File: config.mk
export PLATFORM = sky130hd
export DESIGN_NAME = vga_timing_gen
export DESIGN_NICKNAME = d
export VERILOG_FILES = /design/src/rtl/vga_timing_pkg.sv /design/src/rtl/vga_timing_gen_axis_counter.sv /design/src/rtl/vga_timing_gen.sv
export SDC_FILE = /design/constraint.sdc
export NUM_CORES = 1
export LEC_CHECK = 0
export BUFFER_PORTS_ARGS = -buffer_cell sky130_fd_sc_hd__buf_4
export CAP_MARGIN = 10
export CORE_MARGIN = 5
export CORE_UTILIZATION = 49
export CTS_CLUSTER_SIZE = 20
export DETAILED_ROUTE_END_ITERATION = 10
export GPL_TIMING_DRIVEN = 0
export PLACE_DENSITY = 0.74
export REMOVE_ABC_BUFFERS = 1
export SLEW_MARGIN = 20
export SYNTH_ARGS = -nofsm -noshare
export SYNTH_HDL_FRONTEND = slang
export SYNTH_SLANG_ARGS = --single-unit
File: constraint.sdc
create_clock -name i_Clk -period 2.6 [get_ports i_Clk]
set_input_delay 0.13 -clock i_Clk [delete_from_list [all_inputs] [get_ports i_Clk]]
set_output_delay 0.13 -clock i_Clk [all_outputs]
set_load 0.005 [all_outputs]
File: src/rtl/vga_timing_pkg.sv
// Shared raster-timing constants and helpers for the VGA timing generator.
package vga_timing_pkg;

  // 640x480@60 default segment widths.
  localparam int unsigned DEF_H_ACTIVE = 640;
  localparam int unsigned DEF_H_FP     = 16;
  localparam int unsigned DEF_H_SYNC   = 96;
  localparam int unsigned DEF_H_BP     = 48;
  localparam int unsigned DEF_V_ACTIVE = 480;
  localparam int unsigned DEF_V_FP     = 10;
  localparam int unsigned DEF_V_SYNC   = 2;
  localparam int unsigned DEF_V_BP     = 33;

  // Total positions along one axis (HMAX or VMAX).
  function automatic int unsigned axis_total(input int unsigned active,
                                             input int unsigned fp,
                                             input int unsigned sync,
                                             input int unsigned bp);
    return active + fp + sync + bp;
  endfunction

  // True when count lies in [start, start+len-1].
  function automatic logic in_window(input int unsigned count,
                                     input int unsigned start,
                                     input int unsigned len);
    return (count >= start) && (count < start + len);
  endfunction

endpackage

File: src/rtl/vga_timing_gen_axis_counter.sv
// Modulo-MAX position counter for one raster axis.
// Ports: i_Clk, i_Rst_n (async active-low), i_En (advance), i_Clr (sync clear,
// wins over i_En), o_Count (registered), o_Next (next-state count),
// o_Wrap (count sits on its last value).
module axis_counter #(
  parameter int unsigned MAX = 800,
  parameter int unsigned W   = $clog2(MAX)
) (
  input  logic         i_Clk,
  input  logic         i_Rst_n,
  input  logic         i_En,
  input  logic         i_Clr,
  output logic [W-1:0] o_Count,
  output logic [W-1:0] o_Next,
  output logic         o_Wrap
);
  localparam logic [W-1:0] LAST = W'(MAX - 1);

  logic [W-1:0] count_q, count_d;

  // Next count: clear, advance with wrap, or hold.
  always_comb begin
    count_d = count_q;
    if (i_Clr) begin
      count_d = '0;
    end else if (i_En) begin
      count_d = (count_q == LAST) ? '0 : count_q + W'(1);
    end
  end

  always_ff @(posedge i_Clk or negedge i_Rst_n) begin
    if (!i_Rst_n) count_q <= '0;
    else          count_q <= count_d;
  end

  assign o_Count = count_q;
  assign o_Next  = count_d;
  assign o_Wrap  = (count_q == LAST);
endmodule

File: src/rtl/vga_timing_gen.sv
// Parametrised raster timing generator.
// Ports: i_Clk, i_Rst_n (async active-low), i_Pix_En (advance), i_Restart
// (sync return to (0,0)), o_H_count/o_V_count (position), o_HSync/o_VSync,
// o_Active, o_Line_end, o_Frame_start, o_Frame_end, o_Frame_count.
// All outputs are registered from next-state counts so they align with the
// position they describe.
module vga_timing_gen
  import vga_timing_pkg::*;
#(
  parameter int unsigned H_ACTIVE         = DEF_H_ACTIVE,
  parameter int unsigned H_FP             = DEF_H_FP,
  parameter int unsigned H_SYNC           = DEF_H_SYNC,
  parameter int unsigned H_BP             = DEF_H_BP,
  parameter int unsigned V_ACTIVE         = DEF_V_ACTIVE,
  parameter int unsigned V_FP             = DEF_V_FP,
  parameter int unsigned V_SYNC           = DEF_V_SYNC,
  parameter int unsigned V_BP             = DEF_V_BP,
  parameter bit          SYNC_ACTIVE_HIGH = 1'b0,
  parameter int unsigned FRAME_CNT_W      = 8,
  localparam int unsigned HMAX = axis_total(H_ACTIVE, H_FP, H_SYNC, H_BP),
  localparam int unsigned VMAX = axis_total(V_ACTIVE, V_FP, V_SYNC, V_BP),
  localparam int unsigned HW   = $clog2(HMAX),
  localparam int unsigned VW   = $clog2(VMAX)
) (
  input  logic                   i_Clk,
  input  logic                   i_Rst_n,
  input  logic                   i_Pix_En,
  input  logic                   i_Restart,
  output logic [HW-1:0]          o_H_count,
  output logic [VW-1:0]          o_V_count,
  output logic                   o_HSync,
  output logic                   o_VSync,
  output logic                   o_Active,
  output logic                   o_Line_end,
  output logic                   o_Frame_start,
  output logic                   o_Frame_end,
  output logic [FRAME_CNT_W-1:0] o_Frame_count
);
  localparam logic SYNC_IDLE = ~SYNC_ACTIVE_HIGH;

  if (H_ACTIVE < 1 || H_FP < 1 || H_SYNC < 1 || H_BP < 1 ||
      V_ACTIVE < 1 || V_FP < 1 || V_SYNC < 1 || V_BP < 1 || FRAME_CNT_W < 1) begin : g_bad_params
    $error("vga_timing_gen: every segment width and FRAME_CNT_W must be at least 1");
  end

  logic [HW-1:0] h_next;
  logic [VW-1:0] v_next;
  logic          h_wrap, v_wrap, v_en;

  logic                   hsync_q, hsync_d, vsync_q, vsync_d;
  logic                   active_q, active_d, line_end_q, line_end_d;
  logic                   fstart_q, fstart_d, fend_q, fend_d;
  logic [FRAME_CNT_W-1:0] fcnt_q, fcnt_d;
  logic                   hs_on, vs_on;

  axis_counter #(.MAX(HMAX), .W(HW)) u_h_cnt (
    .i_Clk   (i_Clk),
    .i_Rst_n (i_Rst_n),
    .i_En    (i_Pix_En),
    .i_Clr   (i_Restart),
    .o_Count (o_H_count),
    .o_Next  (h_next),
    .o_Wrap  (h_wrap)
  );

  // Vertical axis steps only on the enabled last pixel of a line.
  assign v_en = i_Pix_En & h_wrap;

  axis_counter #(.MAX(VMAX), .W(VW)) u_v_cnt (
    .i_Clk   (i_Clk),
    .i_Rst_n (i_Rst_n),
    .i_En    (v_en),
    .i_Clr   (i_Restart),
    .o_Count (o_V_count),
    .o_Next  (v_next),
    .o_Wrap  (v_wrap)
  );

  // Decode strobes for the position the counters move to.
  always_comb begin
    hs_on      = in_window(32'(h_next), H_ACTIVE + H_FP, H_SYNC);
    vs_on      = in_window(32'(v_next), V_ACTIVE + V_FP, V_SYNC);
    hsync_d    = SYNC_ACTIVE_HIGH ? hs_on : ~hs_on;
    vsync_d    = SYNC_ACTIVE_HIGH ? vs_on : ~vs_on;
    active_d   = (32'(h_next) < H_ACTIVE) && (32'(v_next) < V_ACTIVE);
    line_end_d = (h_next == HW'(HMAX - 1));
    fstart_d   = (h_next == '0) && (v_next == '0);
    fend_d     = line_end_d && (v_next == VW'(VMAX - 1));
    fcnt_d     = fcnt_q;
    // A restart abandons the frame, so it never counts as completed.
    if (!i_Restart && v_en && v_wrap) begin
      fcnt_d = fcnt_q + FRAME_CNT_W'(1);
    end
  end

  always_ff @(posedge i_Clk or negedge i_Rst_n) begin
    if (!i_Rst_n) begin
      hsync_q    <= SYNC_IDLE;
      vsync_q    <= SYNC_IDLE;
      active_q   <= 1'b1;
      line_end_q <= 1'b0;
      fstart_q   <= 1'b1;
      fend_q     <= 1'b0;
      fcnt_q     <= '0;
    end else begin
      hsync_q    <= hsync_d;
      vsync_q    <= vsync_d;
      active_q   <= active_d;
      line_end_q <= line_end_d;
      fstart_q   <= fstart_d;
      fend_q     <= fend_d;
      fcnt_q     <= fcnt_d;
    end
  end

  assign o_HSync       = hsync_q;
  assign o_VSync       = vsync_q;
  assign o_Active      = active_q;
  assign o_Line_end    = line_end_q;
  assign o_Frame_start = fstart_q;
  assign o_Frame_end   = fend_q;
  assign o_Frame_count = fcnt_q;
endmodule

Word-level counts from Yosys, hierarchy flattened
Index checks and enable logic that the tools add are counted.
{ "totals": {"reg_bits": 34, "in_bits": 4, "out_inout_bits": 34, "word_cells": 41} }
{ "classes": {"add_sub_neg": 3, "n_lt_le_gt_ge": 6, "n_eq_ne": 4, "muxes": 6, "bitwise_logic": 3, "reduce_logical": 10} }
{ "op_table": {"columns": ["cell", "n"], "rows": [
  ["$mux 10", 6],
  ["$eq 10x10->1 const B", 4],
  ["$add 10x1->10 const B", 2],
  ["$logic_not 10->1", 2],
  ["$lt 10x10->1 const B", 2],
  ["$lt 10x9->1 const B", 2],
  ["$ge 10x10->1 const B", 1],
  ["$ge 10x9->1 const B", 1],
  ["$add 8x1->8 const B", 1],
  ["$logic_and 1x1->1", 7],
  ["$not 1->1", 2],
  ["$and 1x1->1", 1],
  ["$logic_not 1->1", 1]
]} }

Logic depth before layout (Yosys ltp)
{ "depth": {"word_depth": 7, "mapped_depth": 9, "ltp_nobuf": 9} }

Cells and area by module
Synthesis repeated with hierarchy kept, for this count alone.
{ "unflattened": {"cells_unflattened": 173, "area_unflattened_um2": 1756.7} }
{ "modules_own_cells": {"columns": ["mod", "instances", "cells_per_inst", "area_each_um2", "seq_area_each_um2"], "rows": [
  ["vga_timing_gen", 1, 63, 684.4, 355.3],
  ["axis_counter at u_h_cnt", 1, 55, 544.3, 250.2],
  ["axis_counter at u_v_cnt", 1, 55, 528.0, 250.2]
]} }

Worst setup path before layout
OpenSTA, ideal clock, no wires.
{ "synth_path": {"path_type": "reg2reg", "startpoint": "register u_h_cnt.count_q[0] (netlist: u_h_cnt.o_Count[0])", "endpoint": "register fstart_q (netlist: o_Frame_start)", "setup_ps": 97, "arrival_ps": 2739, "required_ps": 2503, "path_slack_ps": -235, "path_stages_with_launch": 10, "n_path_buf": 1, "period_less_slack_ps": 2835, "path_cell_list": "dfrtp_1 > ha_1 > nand4_2 > or3_1 > buf_6 > or4_4 > o211ai_2 > a31oi_1 > or4_1 > nor4_1"} }
{ "synth_between": {"elab_chain_cells": 6, "word_cells_on_any_way": 11, "cone_classes": "add/sub (1); eq/ne (1); mux (5); bitwise (1); reduce/logical (3)"} }
{ "synth_lines": {"columns": ["item", "line_no", "rtl"], "rows": [
  ["from (decl)", "vga_timing_gen_axis_counter.sv:19", "logic [W-1:0] count_q, count_d;"],
  ["from (signal assigned)", "vga_timing_gen_axis_counter.sv:33", "else count_q <= count_d;"],
  ["$add 10x1->10 or $eq 10x10->1 (tied branches)", "vga_timing_gen_axis_counter.sv:27, vga_timing_gen_axis_counter.sv:38", null],
  ["$mux 10 or $and 1x1->1 (tied branches)", "vga_timing_gen_axis_counter.sv:27, vga_timing_gen.sv:67", null],
  ["$mux 10", "vga_timing_gen_axis_counter.sv:26", "end else if (i_En) begin"],
  ["$mux 10", "vga_timing_gen_axis_counter.sv:24", "if (i_Clr) begin"],
  ["$logic_not 10->1", "vga_timing_gen.sv:87", "fstart_d = (h_next == '0) && (v_next == '0);"],
  ["$logic_and 1x1->1 *", "vga_timing_gen.sv:87", null],
  ["net fstart_d", "vga_timing_gen.sv:52", "logic fstart_q, fstart_d, fend_q, fend_d;"],
  ["to (signal assigned)", "vga_timing_gen.sv:110", "fstart_q <= fstart_d;"],
  ["to (decl)", "vga_timing_gen.sv:52", null]
]} }
Mark *: on every way through the listed nets, which the timed path passes. The rest lies on a longest branch.
A chain may end at the register's enable or synchronous reset.

Worst setup path in the final report
{ "layout_path": {"startpoint": "register u_h_cnt.count_q[5] (netlist: u_h_cnt.o_Count[5])", "endpoint": "register fend_q (netlist: o_Frame_end)"} }
{ "layout_between": {"elab_chain_cells": 6, "word_cells_on_any_way": 11, "cone_classes": "add/sub (1); eq/ne (3); mux (5); bitwise (1); reduce/logical (1)"} }
{ "layout_lines": {"columns": ["item", "line_no", "rtl"], "rows": [
  ["$add 10x1->10 or $eq 10x10->1 (tied branches)", "vga_timing_gen_axis_counter.sv:27, vga_timing_gen_axis_counter.sv:38", null],
  ["$mux 10 or $and 1x1->1 (tied branches)", "vga_timing_gen_axis_counter.sv:27, vga_timing_gen.sv:67", null],
  ["$mux 10", "vga_timing_gen_axis_counter.sv:26", null],
  ["$mux 10", "vga_timing_gen_axis_counter.sv:24", null],
  ["$eq 10x10->1 (on tied branches)", "vga_timing_gen.sv:86, vga_timing_gen.sv:88", null],
  ["$logic_and 1x1->1 *", "vga_timing_gen.sv:88", "fend_d = line_end_d && (v_next == VW'(VMAX - 1));"],
  ["net fend_d", "vga_timing_gen.sv:52", null],
  ["to (signal assigned)", "vga_timing_gen.sv:111", "fend_q <= fend_d;"],
  ["to (decl)", "vga_timing_gen.sv:52", null]
]} }
Marked as above.

==> run_results.csv <==
group,metric,value,unit
critical_path,cp-start-kind,"flop",
routing,wl_per_cell,15.0,µm
synth,avgSynthCellArea,9.96,µm²
clocking,cts.sinks,34,
floorplanning,core_region_area,3660,µm²
cells_and_area,diodes,0,
sta,period_minus_slack,2810,ps
floorplanning,start_util,50.6,%
global_routing,grt_util_all_layers,17.8,%
cells_and_area,final_net_count,239,
min_path,hold_path_class,"in2reg",
synth,synth_seq_cells,34,
synth,synthFlopType,"dfrtp_1",
job,maxCapViolCount,0,
synth,synthArstFlopShare,100,%
clocking,clock_latency,280,ps
critical_path,cp_max_fo,4,
sta,hold_violations,0,
critical_path,path_class,"reg2reg",
sta,layout_setup_ws,-209,ps
sta,rsz0062_at_grt,"true",
floorplanning,pin_count,38,
clocking,cts-htree-levels,2,
routing,drtIter0Drc,65,
cells_and_area,nFillCells,335,
sta,worstMarginPinSlew,837,ps
cells_and_area,stdcell_count,280,
clocking,cts.clk_slew.worst_paths,70,ps
critical_path,endpoint_kind,"flop",
status,outcome,"finished with violations",
place,routabilityCongestion,0.859,
place,hpwl,3.03,mm
synth,yosysWarnings,0,
routing,via_per_inst,5.67,
clocking,cts_made_buffers,5,
synth,ys_seq_area_share,46.2,%
clocking,cts.path.max_buffers,2,
global_routing,antenna_found_initial,0,
routing,dr_wl_met3,278,µm
clocking,cts_tree,"yes",
synth,synthCells,186,
cells_and_area,drive_gt1_share,31.9,%
floorplanning,rows,22,
routing,drt_wl_total,4.20,mm
global_routing,grt_first_pass_wirelength,7.19,mm
routing,highest_layer,"met4",
routing,num_vias,1588,
global_routing,grt_max_degree,35,
routing,drc_errors,0,
global_routing,grt_pass1_vias,1496,
sta,max_freq,356,MHz
synth,synth-edff-count,0,
sta,period_share,108,%
critical_path,crit_arrival,3000,ps
cells_and_area,layout_common_cells,"buf_4 (43), dfrtp_1 (26), nor2_1 (22)",
place,portBuffers,37,
floorplanning,die-area,5110,µm²
place,dp.cells,265,
synth,synth_area,1850,µm²
cells_and_area,area_delta_synth_final,28.6,%
sta,relSlewSlack,43.8,%
routing,route.met2.wl,1.99,mm
power_and_ir_drop,power_density,421,nW/µm²
routing,wl_met1,1.84,mm
routing,first_pass_iters,4,
global_routing,grt_overflow_total,0,
power_and_ir_drop,peakVddDrop,0.285,mV
floorplanning,dieHeight,71.5,µm
synth,ys_types,45,
sta,slew_viol_final,0,
routing,drtAntennaViolNets,0,
clocking,ctsRootBufferMaster,"clkbuf_8",
place,place_ws,-510,ps
sta,setup_violations,6,
floorplanning,die_w,71.5,µm
cells_and_area,final_common_cell,"buf_4",
critical_path,required,2790,ps
status,violations,"setup timing",
sta,fin_skew,5.68,ps
power_and_ir_drop,leakage,0.00112,µW
-- stage by stage --
step	instance area, µm²	utilization, %	hold slack (ps)	TNS [ps]	total power [µW]
finish	2380	65.1	173	-682	1000
global placement	2160	58.9	93.3	-3020	603
global route	2380	65.1	194	-1440	1050
detailed placement	2160	58.9	98.2	-3100	604
CTS	2350	64.1	163	-735	1010
floorplan	1820	-	-166	-464	572
-- state kept, by name, summed over array words and instances, names as in the netlist --
name,flops
o_Frame_start,1
u_h_cnt.o_Count,10
u_v_cnt.o_Count,10
o_Frame_count,8
o_VSync,1
o_Active,1
o_Line_end,1
o_HSync,1
o_Frame_end,1
-- cells by family after synthesis --
logic type / after synthesis / share of synthesized area [%]
and+or+nand+nor: 90 / 28.9
DFF: 34 / 46.2
AOI/OAI and AO/OA: 26 / 8.58
xor gates and xnor gates: 20 / 9.46
buffers and inverters: 9 / 2.43
adders and majority gates: 4 / 2.70
muxes: 3 / 1.69
-- power breakdown --
group / total, µW / switching [µW] / internal [µW]
logic: 63.7 / 36.0 / 27.7
clock network: 397 / 184 / 213
registers: 541 / 5.71 / 536
total: 1000 / 225 / 777
-- worst max-delay path: stages, from the launching register on --
cell      delay [ps]
dfrtp_2          420
or4b_4           560
or3_4            410
or4_4            490
o211ai_2          80
a31oi_1           90
or4_4            540
nor4_4           130
-- cell usage after synthesis, types with 2 or more instances --
library cell | number | area, µm²
a21oi_1 | 9 | 45.0
a31oi_1 | 5 | 31.3
and3_1 | 5 | 31.3
and4_1 | 3 | 26.3
buf_2 | 3 | 15.0
clkbuf_1 | 2 | 7.51
dfrtp_1 | 30 | 751
dfstp_2 | 4 | 105
ha_1 | 4 | 50.1
inv_1 | 3 | 11.3
mux2i_1 | 2 | 20.0
nand2_1 | 8 | 30.0
nand2b_1 | 2 | 12.5
nand3_1 | 9 | 45.0
nand3b_1 | 3 | 22.5
nand4_1 | 6 | 37.5
nand4b_1 | 3 | 26.3
nor2_1 | 22 | 82.6
nor2b_1 | 3 | 18.8
nor3_1 | 4 | 20.0
nor3b_1 | 2 | 15.0
nor4_1 | 4 | 25.0
o21ai_0 | 6 | 30.0
o31ai_1 | 2 | 15.0
or3_1 | 3 | 18.8
or4_1 | 2 | 15.0
xnor2_1 | 8 | 70.1
xor2_1 | 12 | 105
-- repair_timing --
action                     4_1_cts  5_1_grt
setup endpoints to repair       12       11
buffers inserted                 6        0
cloned                           0        0
pin swaps                        3        3
gates resized for setup         10        6
hold endpoints to repair        30        0
hold buffers                     1        0
-- layout make-up --
| class | count | area [µm²] | share of cell area, % |
|---|---|---|---|
| Multi-Input combinational cell | 143 | 1030 | 43.1 |
| Sequential cell | 34 | 861 | 36.1 |
| Timing Repair Buffer | 44 | 333 | 14.0 |
| Clock buffer | 7 | 86.3 | 3.62 |
| Tap cell | 48 | 60.1 | 2.52 |
| Inverter | 3 | 11.3 | 0.473 |
| Clock inverter | 1 | 5.00 | 0.210 |
-- worst paths after layout --
check / startpoint / to / slack, ps / cells after the start
setup / recovery: u_h_cnt.o_Count[5] / o_Frame_end / -210 / 7
hold / removal: i_Restart / o_Frame_end / 170 / 2
setup reg to reg: u_h_cnt.o_Count[5] / o_Frame_end / -210 / 7
hold reg to reg: o_Frame_count[7] / o_Frame_count[7] / 490 / 1
max in group asynchronous: i_Rst_n / o_VSync / 1940 / 2
min in group asynchronous: i_Rst_n / o_Frame_count[4] / 320 / 2
-- routing by layer --
metal  global-route usage [%]  vias up
met1                     23.9      745
met3                     3.93       11
met5                        0        -
li1                         -      771
met4                     7.72        0
met2                     27.7       61
(Power assumes the default switching activity.)
